[src/rtl/execution_supervisor.sv]
// execution_supervisor: cycle-counted run controller for a processor under test.
// The processor is held in reset for RESET_CYCLES cycles, then run until a halt line
// rises or the watchdog expires. The run is then extended by a drain period before
// the outcome is reported.
//
// Ports:
//   clk_i         processor clock, all state changes on the rising edge
//   rst_ni        asynchronous active-low reset
//   restart_i     synchronous restart request, sampled every cycle
//   halt_i        halt lines from processor/peripherals (rising edge in RUN ends the run)
//   cpu_rst_no    active-low reset to the processor
//   running_o     high while in RUN
//   done_o        high in DONE
//   timed_out_o   run ended by the watchdog (valid when done_o)
//   halt_src_o    lowest halt line index that ended the run
//   run_cycles_o  cycles spent in RUN, saturating
module execution_supervisor #(
  parameter int unsigned NUM_HALT         = 1,
  parameter int unsigned RESET_CYCLES     = 10,
  parameter int unsigned TIMEOUT_CYCLES   = 1250000,
  parameter int unsigned POST_HALT_CYCLES = 5,
  parameter int unsigned COUNT_WIDTH      = 32,
  localparam int unsigned SrcW            = (NUM_HALT > 1) ? $clog2(NUM_HALT) : 1
) (
  input  logic                   clk_i,
  input  logic                   rst_ni,
  input  logic                   restart_i,
  input  logic [NUM_HALT-1:0]    halt_i,
  output logic                   cpu_rst_no,
  output logic                   running_o,
  output logic                   done_o,
  output logic                   timed_out_o,
  output logic [SrcW-1:0]        halt_src_o,
  output logic [COUNT_WIDTH-1:0] run_cycles_o
);

  // One counter serves both the reset hold and the drain period.
  localparam int unsigned CntMax = (RESET_CYCLES > POST_HALT_CYCLES) ? RESET_CYCLES
                                                                     : POST_HALT_CYCLES;
  localparam int unsigned CntW   = (CntMax > 1) ? $clog2(CntMax) : 1;

  localparam logic [CntW-1:0] HoldLast  = CntW'(RESET_CYCLES - 1);
  localparam logic [CntW-1:0] DrainLast =
    CntW'((POST_HALT_CYCLES == 0) ? 0 : POST_HALT_CYCLES - 1);
  localparam bit TimeoutEn = (TIMEOUT_CYCLES != 0);
  localparam logic [COUNT_WIDTH-1:0] TimeoutLast =
    COUNT_WIDTH'(TimeoutEn ? TIMEOUT_CYCLES - 1 : 0);

  typedef enum logic [1:0] {StHold, StRun, StDrain, StDone} state_e;

  state_e                 state_q, state_d;
  logic [CntW-1:0]        cnt_q, cnt_d;
  logic [NUM_HALT-1:0]    halt_prev_q, halt_prev_d;
  logic [COUNT_WIDTH-1:0] run_cycles_q, run_cycles_d;
  logic                   timed_out_q, timed_out_d;
  logic [SrcW-1:0]        halt_src_q, halt_src_d;
  logic                   cpu_rst_n_q, cpu_rst_n_d;
  logic                   running_q, running_d;
  logic                   done_q, done_d;

  logic [NUM_HALT-1:0]    halt_edge;
  logic [SrcW-1:0]        first_idx;
  logic                   end_run;

  assign halt_edge = halt_i & ~halt_prev_q;

  // Lowest-index priority encoder over the halt edges.
  always_comb begin
    first_idx = '0;
    for (int i = int'(NUM_HALT) - 1; i >= 0; i--) begin
      if (halt_edge[i]) first_idx = SrcW'(i);
    end
  end

  always_comb begin
    state_d      = state_q;
    cnt_d        = cnt_q;
    halt_prev_d  = halt_i;
    run_cycles_d = run_cycles_q;
    timed_out_d  = timed_out_q;
    halt_src_d   = halt_src_q;
    cpu_rst_n_d  = cpu_rst_n_q;
    running_d    = running_q;
    done_d       = done_q;
    end_run      = 1'b0;

    unique case (state_q)
      StHold: begin
        // A line held high through reset must fall and rise again to count.
        halt_prev_d = '1;
        if (cnt_q == HoldLast) begin
          state_d     = StRun;
          cnt_d       = '0;
          cpu_rst_n_d = 1'b1;
          running_d   = 1'b1;
        end else begin
          cnt_d = cnt_q + 1'b1;
        end
      end
      StRun: begin
        if (run_cycles_q != '1) run_cycles_d = run_cycles_q + 1'b1;
        if (|halt_edge) begin
          end_run     = 1'b1;
          halt_src_d  = first_idx;
          timed_out_d = 1'b0;
        end else if (TimeoutEn && (run_cycles_q == TimeoutLast)) begin
          end_run     = 1'b1;
          timed_out_d = 1'b1;
        end
        if (end_run) begin
          running_d = 1'b0;
          cnt_d     = '0;
          if (POST_HALT_CYCLES == 0) begin
            state_d = StDone;
            done_d  = 1'b1;
          end else begin
            state_d = StDrain;
          end
        end
      end
      StDrain: begin
        if (cnt_q == DrainLast) begin
          state_d = StDone;
          done_d  = 1'b1;
        end else begin
          cnt_d = cnt_q + 1'b1;
        end
      end
      StDone: begin
        // Terminal; halt edges are ignored until restart.
      end
      default: state_d = StHold;
    endcase

    // Restart overrides everything, including a same-cycle halt or timeout.
    if (restart_i) begin
      state_d      = StHold;
      cnt_d        = '0;
      halt_prev_d  = '1;
      run_cycles_d = '0;
      timed_out_d  = 1'b0;
      halt_src_d   = '0;
      cpu_rst_n_d  = 1'b0;
      running_d    = 1'b0;
      done_d       = 1'b0;
    end
  end

  always_ff @(posedge clk_i or negedge rst_ni) begin
    if (!rst_ni) begin
      state_q      <= StHold;
      cnt_q        <= '0;
      halt_prev_q  <= '1;
      run_cycles_q <= '0;
      timed_out_q  <= 1'b0;
      halt_src_q   <= '0;
      cpu_rst_n_q  <= 1'b0;
      running_q    <= 1'b0;
      done_q       <= 1'b0;
    end else begin
      state_q      <= state_d;
      cnt_q        <= cnt_d;
      halt_prev_q  <= halt_prev_d;
      run_cycles_q <= run_cycles_d;
      timed_out_q  <= timed_out_d;
      halt_src_q   <= halt_src_d;
      cpu_rst_n_q  <= cpu_rst_n_d;
      running_q    <= running_d;
      done_q       <= done_d;
    end
  end

  assign cpu_rst_no   = cpu_rst_n_q;
  assign running_o    = running_q;
  assign done_o       = done_q;
  assign timed_out_o  = timed_out_q;
  assign halt_src_o   = halt_src_q;
  assign run_cycles_o = run_cycles_q;

endmodule
[config.mk]
export PLATFORM = sky130hd
export DESIGN_NAME = execution_supervisor
export DESIGN_NICKNAME = d
export VERILOG_FILES = /design/src/rtl/execution_supervisor.sv
export SDC_FILE = /design/constraint.sdc
export NUM_CORES = 1
export LEC_CHECK = 0
export BUFFER_PORTS_ARGS = -buffer_cell sky130_fd_sc_hd__buf_2
export CAP_MARGIN = 20
export CORE_ASPECT_RATIO = 0.9
export CORE_MARGIN = 2
export CORE_UTILIZATION = 40
export DETAILED_ROUTE_END_ITERATION = 12
export MAX_ROUTING_LAYER = met4
export PLACE_DENSITY_LB_ADDON = 0.12
export SLEW_MARGIN = 5
export SYNTH_ARGS = -nofsm -noshare
export SYNTH_HDL_FRONTEND = slang
export SYNTH_SLANG_ARGS = --single-unit
[constraint.sdc]
create_clock -name clk_i -period 3.8 [get_ports clk_i]
set_input_delay 0.76 -clock clk_i [delete_from_list [all_inputs] [get_ports clk_i]]
set_output_delay 0.76 -clock clk_i [all_outputs]
set_load 0.01 [all_outputs]
======== After elaboration in Yosys (flattened, before gate mapping) ========
Cells that the tools add are included.
storage, ports and cells
  bits of input ports ..................... 4
  register bits ........................... 44
  word-level logic and storage cells ...... 76
operators by class
  reduce and logical (&&, ||, !) cells .... 19
  equality and inequality tests ........... 10
  add/subtract/negate cells ............... 2
  bitwise gates (word level) .............. 2
  mux-type cells .......................... 34
operators by type and width
  kind                                                                count
  32-bit 2-to-1 mux                                                   3
  32-bit by 1-bit adder with 32-bit output (second input constant)    1
  32-bit by 21-bit == test with 1-bit output (second input constant)  1
  32-bit != test (second input constant)                              1
  1-bit 2-to-1 mux                                                    20
  4-bit 2-to-1 mux                                                    4
  2-bit nonzero test                                                  7
  3-bit != test (second input constant)                               4
  4-bit one-hot mux with 3 select lines                               1
  2-bit AND reduction                                                 5
  2-bit 2-to-1 mux                                                    4
  2-bit one-hot mux with 3 select lines                               1
  3-bit AND reduction                                                 2
  3-bit nonzero test                                                  2
  4-bit by 1-bit adder with 4-bit output (second input constant)      1
  4-bit by 3-bit == test with 1-bit output (second input constant)    1
  4-bit == test (second input constant)                               1
  4-bit AND reduction                                                 1
  4-bit nonzero test                                                  1
  2-bit by 1-bit == test with 1-bit output (second input constant)    1
  2-bit == test (second input constant)                               1
  2-bit zero test                                                     1
  1-bit one-hot mux with 2 select lines                               1
  1-bit bitwise AND                                                   1
  1-bit inverter                                                      1

======== Logic depth before layout (Yosys ltp) ========
  depth in word-level cells ............... 7
  gate-level depth with buffers ........... 8
  gate-level depth less buffers ........... 7

======== Worst setup path before layout ========
No wires, ideal clock.
  path kind ............................... input -> register
  start point ............................. input restart_i
  end point ............................... register run_cycles_q[25] (netlist: run_cycles_o[25])
  data required time ...................... 3.722 ns
  stages on the path ...................... 6
  setup time .............................. 0.078 ns
  arrival ................................. 2.141 ns
  setup slack ............................. 1.580 ns
  cells stage by stage .................... nor2_1 > or3_1 > or3b_1 > buf_2 > or4_1 > a21oi_1
on the way
  word-level cells in the longest chain between the ends .. 2
  elaborated cells between the ends (all ways) .. 4
  those cells by class .................... 1 x mux; 3 x reduce/logical
ends and longest elaborated chain
  what                           line  RTL
  start: declaration             27    input logic restart_i,
  2-bit nonzero test (no line)   --
  2-bit AND reduction (no line)  --
  end signal: assignment         164   run_cycles_q <= run_cycles_d;
  end: declaration               54    logic [COUNT_WIDTH-1:0] run_cycles_q, run_cycles_d;
Several ways; a longest one is shown, not always the timed one.
A chain may end at the register's enable or synchronous reset.

======== Final worst setup path ========
  start point ............................. register run_cycles_q[0] (netlist: run_cycles_o[0])
  end point ............................... register run_cycles_q[11] (netlist: run_cycles_o[11])
on the way
  word-level cells in the longest chain between the ends .. 4
  elaborated cells between the ends (all ways) .. 7
  those cells by class .................... 1 x add/sub; 1 x eq/ne; 3 x mux; 2 x reduce/logical
ends and longest elaborated chain
  what                                      line  RTL
  32-bit by 1-bit adder with 32-bit output  101   if (run_cycles_q != '1) run_cycles_d = run_cycles_q + 1'b1;
  32-bit 2-to-1 mux                         101
  32-bit 2-to-1 mux                         87    unique case (state_q)
  32-bit 2-to-1 mux                         136   if (restart_i) begin
Several ways; a longest one is shown, not always the timed one. The select of a mux whose other input is x is not followed.

==> results.json <==
{
  "run_status": "completed",
  "highest_layer": "met4",
  "grt_setup_unrepaired": "no",
  "synth.largest_area_cell": "sky130_fd_sc_hd__dfrtp_1",
  "die_area_mm2": 0.00713,
  "syn_inst": 286,
  "tritoncts": "built",
  "ys_seq_elements": 43,
  "worst_skew_late_latency_ps": 300,
  "path_max_fanout": 18,
  "io-pin-count": 41,
  "dr.pass1.iters": 4,
  "worst-r2r-setup-slack_ps": 1030,
  "mean_post_synth_cell_area_um2": 9.05,
  "power_leakage_nw": 1.23,
  "largest_net_degree_at_the_start_of_global_routing": 44,
  "summed_negative_setup_slack_over_all_endpoints_ps": 0,
  "rr_endpoint": "run_cycles_o[11]",
  "ctsHoldBuffers": 0,
  "whs_ps": 344,
  "place.port_buffers": 39,
  "number_of_global_route_vias_before_repair": 2211,
  "seq_area_frac_synth": 0.416,
  "ir_drop_mv": 0.207,
  "critical_path_class": "reg2reg",
  "grt_antenna_before_repair": 0,
  "detail_route.iter0.violations": 98,
  "cts.sinks": 43,
  "cap_viol_max_count": 0,
  "clock.fmax_mhz": 361,
  "drive_above_1_share": 0.203,
  "die_h_um": 80.3,
  "synth-main-ff-cell": "sky130_fd_sc_hd__dfrtp_1",
  "wire_per_inst_um": 15.8,
  "max_slew_vio_count": 0,
  "pwr-share-clk": 0.324,
  "netSwitchingPower_mw": 0.292,
  "timing.hold.worst.class": "in2async",
  "drc_errors": 0,
  "timing.max_slew.rel_slack": 0.374,
  "cts.repair.resized": 0,
  "worst-r2r-cell-count": 7,
  "initial_core_util": 0.419,
  "place.gp.congestion": 0.876,
  "endpoint_kind": "flop",
  "detail_route.wirelength_um": 6510,
  "die_x_um": 88.8,
  "warnings_from_yosys": 0,
  "p_per_area_mw_per_mm2": 335,
  "nNetsFinal": 335,
  "dpl.hpwl_um": 4600,
  "finalHoldViolCount": 0,
  "layout_commonest_cell": "sky130_fd_sc_hd__dfrtp_1",
  "timing.critical_path.required_ps": 3980,
  "yosys-top-cells-area": "sky130_fd_sc_hd__dfrtp_1 41%, sky130_fd_sc_hd__xnor2_1 4.7%, sky130_fd_sc_hd__nor2_1 3.9%",
  "antenna_violating_nets_post_route": 0,
  "final_cell_area_mm2": 0.00299,
  "postCtsSetupRepairBufs": 0,
  "final.setup_skew_ps": 12.1,
  "mostFrequentLayoutCells": "42 x sky130_fd_sc_hd__dfrtp_1, 39 x sky130_fd_sc_hd__buf_2, 27 x sky130_fd_sc_hd__nor2_1",
  "crit-reg2reg-launch": "run_cycles_o[0]",
  "mappedNetlistNets": 297,
  "yosysUniqueCellTypes": 49,
  "number_of_enable_type_register_cells_in_the_synthesized_netlist": 0,
  "met2_wirelength_um": 3030,
  "async_flop_share": 1.00,
  "internal_power_mw": 0.711,
  "synth_top_area_frac": 0.406,
  "timing.final.crit_share": 0.728,
  "grt_first_pass_wirelength_um": 11000,
  "avgViaCountPerCell": 5.67,
  "post_synth_instance_area_mm2": 0.00259,
  "critical_path.startpoint_type": "flop",
  "wirelength_met1_um": 3080,
  "coreArea_mm2": 0.00618,
  "numPlacedInstances": 403,
  "clock_tree.root_cell": "sky130_fd_sc_hd__clkbuf_8",
  "num_rows": 27,
  "arrival_time_reported_for_the_critical_path_endpoint_ps": 2950,
  "layoutNonFillerInstCount": 412,
  "clock_transition_at_the_register_clock_pins_on_the_worst_setup_and_hold_paths_after_cts_ps": 90,
  "routed-via-count": 2334,
  "gr-total-overflow": 0,
  "globalRouteTotalUtil": 0.201,
  "swShare": 0.291,
  "number_of_buffers_added_by_the_clock_tree_synthesis_step": 5,
  "placement.cell_area_mm2": 0.00287,
  "finalPower_mw": 1.00,
  "route.met3.wl_um": 363,
  "n_antenna_cell": 0,
  "htreeDepth": 2,
  "setup_viol_count_final": 0,
  "power.share.sequential": 0.500,
  "worstMarginPinSlew_ps": 935,
  "cts-root-to-sink-buffers": 2,
  "power.combinational.fraction": 0.176,
  "flow.area_growth_from_synthesis_pct": 15.5,
  "min_period_ps": 2770
}
## synth_stat cells (all sizes together), types with 8 or more instances
cell type,n
nor4,16
clkbuf,8
nand4,11
o21ai,11
inv,9
nand3,17
a21oi,19
or4,8
nand2,17
dfrtp,42
or3,10
nor2,27
xnor2,14
## stage by stage
| step | setup slack [ps] | util |
|---|---|---|
| after floorplan | 1580 | - |
| after global placement | 848 | 0.464 |
| after detailed placement | 765 | 0.464 |
| after CTS | 1070 | 0.480 |
| after global routing | 844 | 0.484 |
| final | 1030 | 0.484 |
## worst max-delay path: stages, from the launching register on
cell                      delay (ps)
sky130_fd_sc_hd__dfrtp_1         430
sky130_fd_sc_hd__ha_1            200
sky130_fd_sc_hd__nand3_1         170
sky130_fd_sc_hd__nor3_1          520
sky130_fd_sc_hd__and3_1          650
sky130_fd_sc_hd__buf_4           290
sky130_fd_sc_hd__nor4_1           80
sky130_fd_sc_hd__mux2_2          300
## cells by family (layout without fill, tap and decap cells)
| logic type | count (synthesis) | count (layout) | synth area share |
|---|---|---|---|
| simple gates | 134 | 134 | 0.294 |
| compound gates | 57 | 57 | 0.144 |
| flops | 43 | 43 | 0.416 |
| buf+inv | 24 | 63 | 0.0391 |
| xor+xnor | 14 | 14 | 0.0474 |
| fa+ha+maj | 7 | 7 | 0.0338 |
| mux | 6 | 6 | 0.0246 |
| other cells | 1 | 1 | 0.00145 |
## final cells by class
class	instances	area [um^2]
fill	632	3190
tap	87	109
timing repair buffer	46	260
sequential	43	1080
inverter	9	33.8
multi-input combinational	219	1410
clock buffer	8	100
## routing by layer
metal / track usage / vias up
li1: - / 1148
met1: 0.274 / 1121
met2: 0.306 / 61
met3: 0.0514 / 4
met4: 0.0333 / 0
met5: - / -
## state kept, by name, indices dropped and copies added, names as in the netlist
name,flops
running_o,1
state_q,2
run_cycles_o,32
done_o,1
cpu_rst_no,1
cnt_q,4
halt_prev_q,1
timed_out_o,1
## how the worst max path moves through the flow
stage                               start          endpoint  cells after the start
after floorplan                 restart_i  run_cycles_o[25]                      6
after global routing      run_cycles_o[0]  run_cycles_o[11]                      7
final                     run_cycles_o[0]  run_cycles_o[11]                      7
after CTS                 run_cycles_o[0]  run_cycles_o[11]                      7
after detailed placement        restart_i  run_cycles_o[11]                      8
after global placement          restart_i  run_cycles_o[11]                      8
## power by group through the flow
stage	registers (mW)	logic [mW]	clock network [mW]
finish	0.501	0.177	0.325
global route	0.506	0.204	0.358
CTS	0.502	0.178	0.333
detailed placement	0.511	0.177	0
global placement	0.511	0.172	0
floorplan	0.509	0.122	0
(Power assumes the default switching activity.)
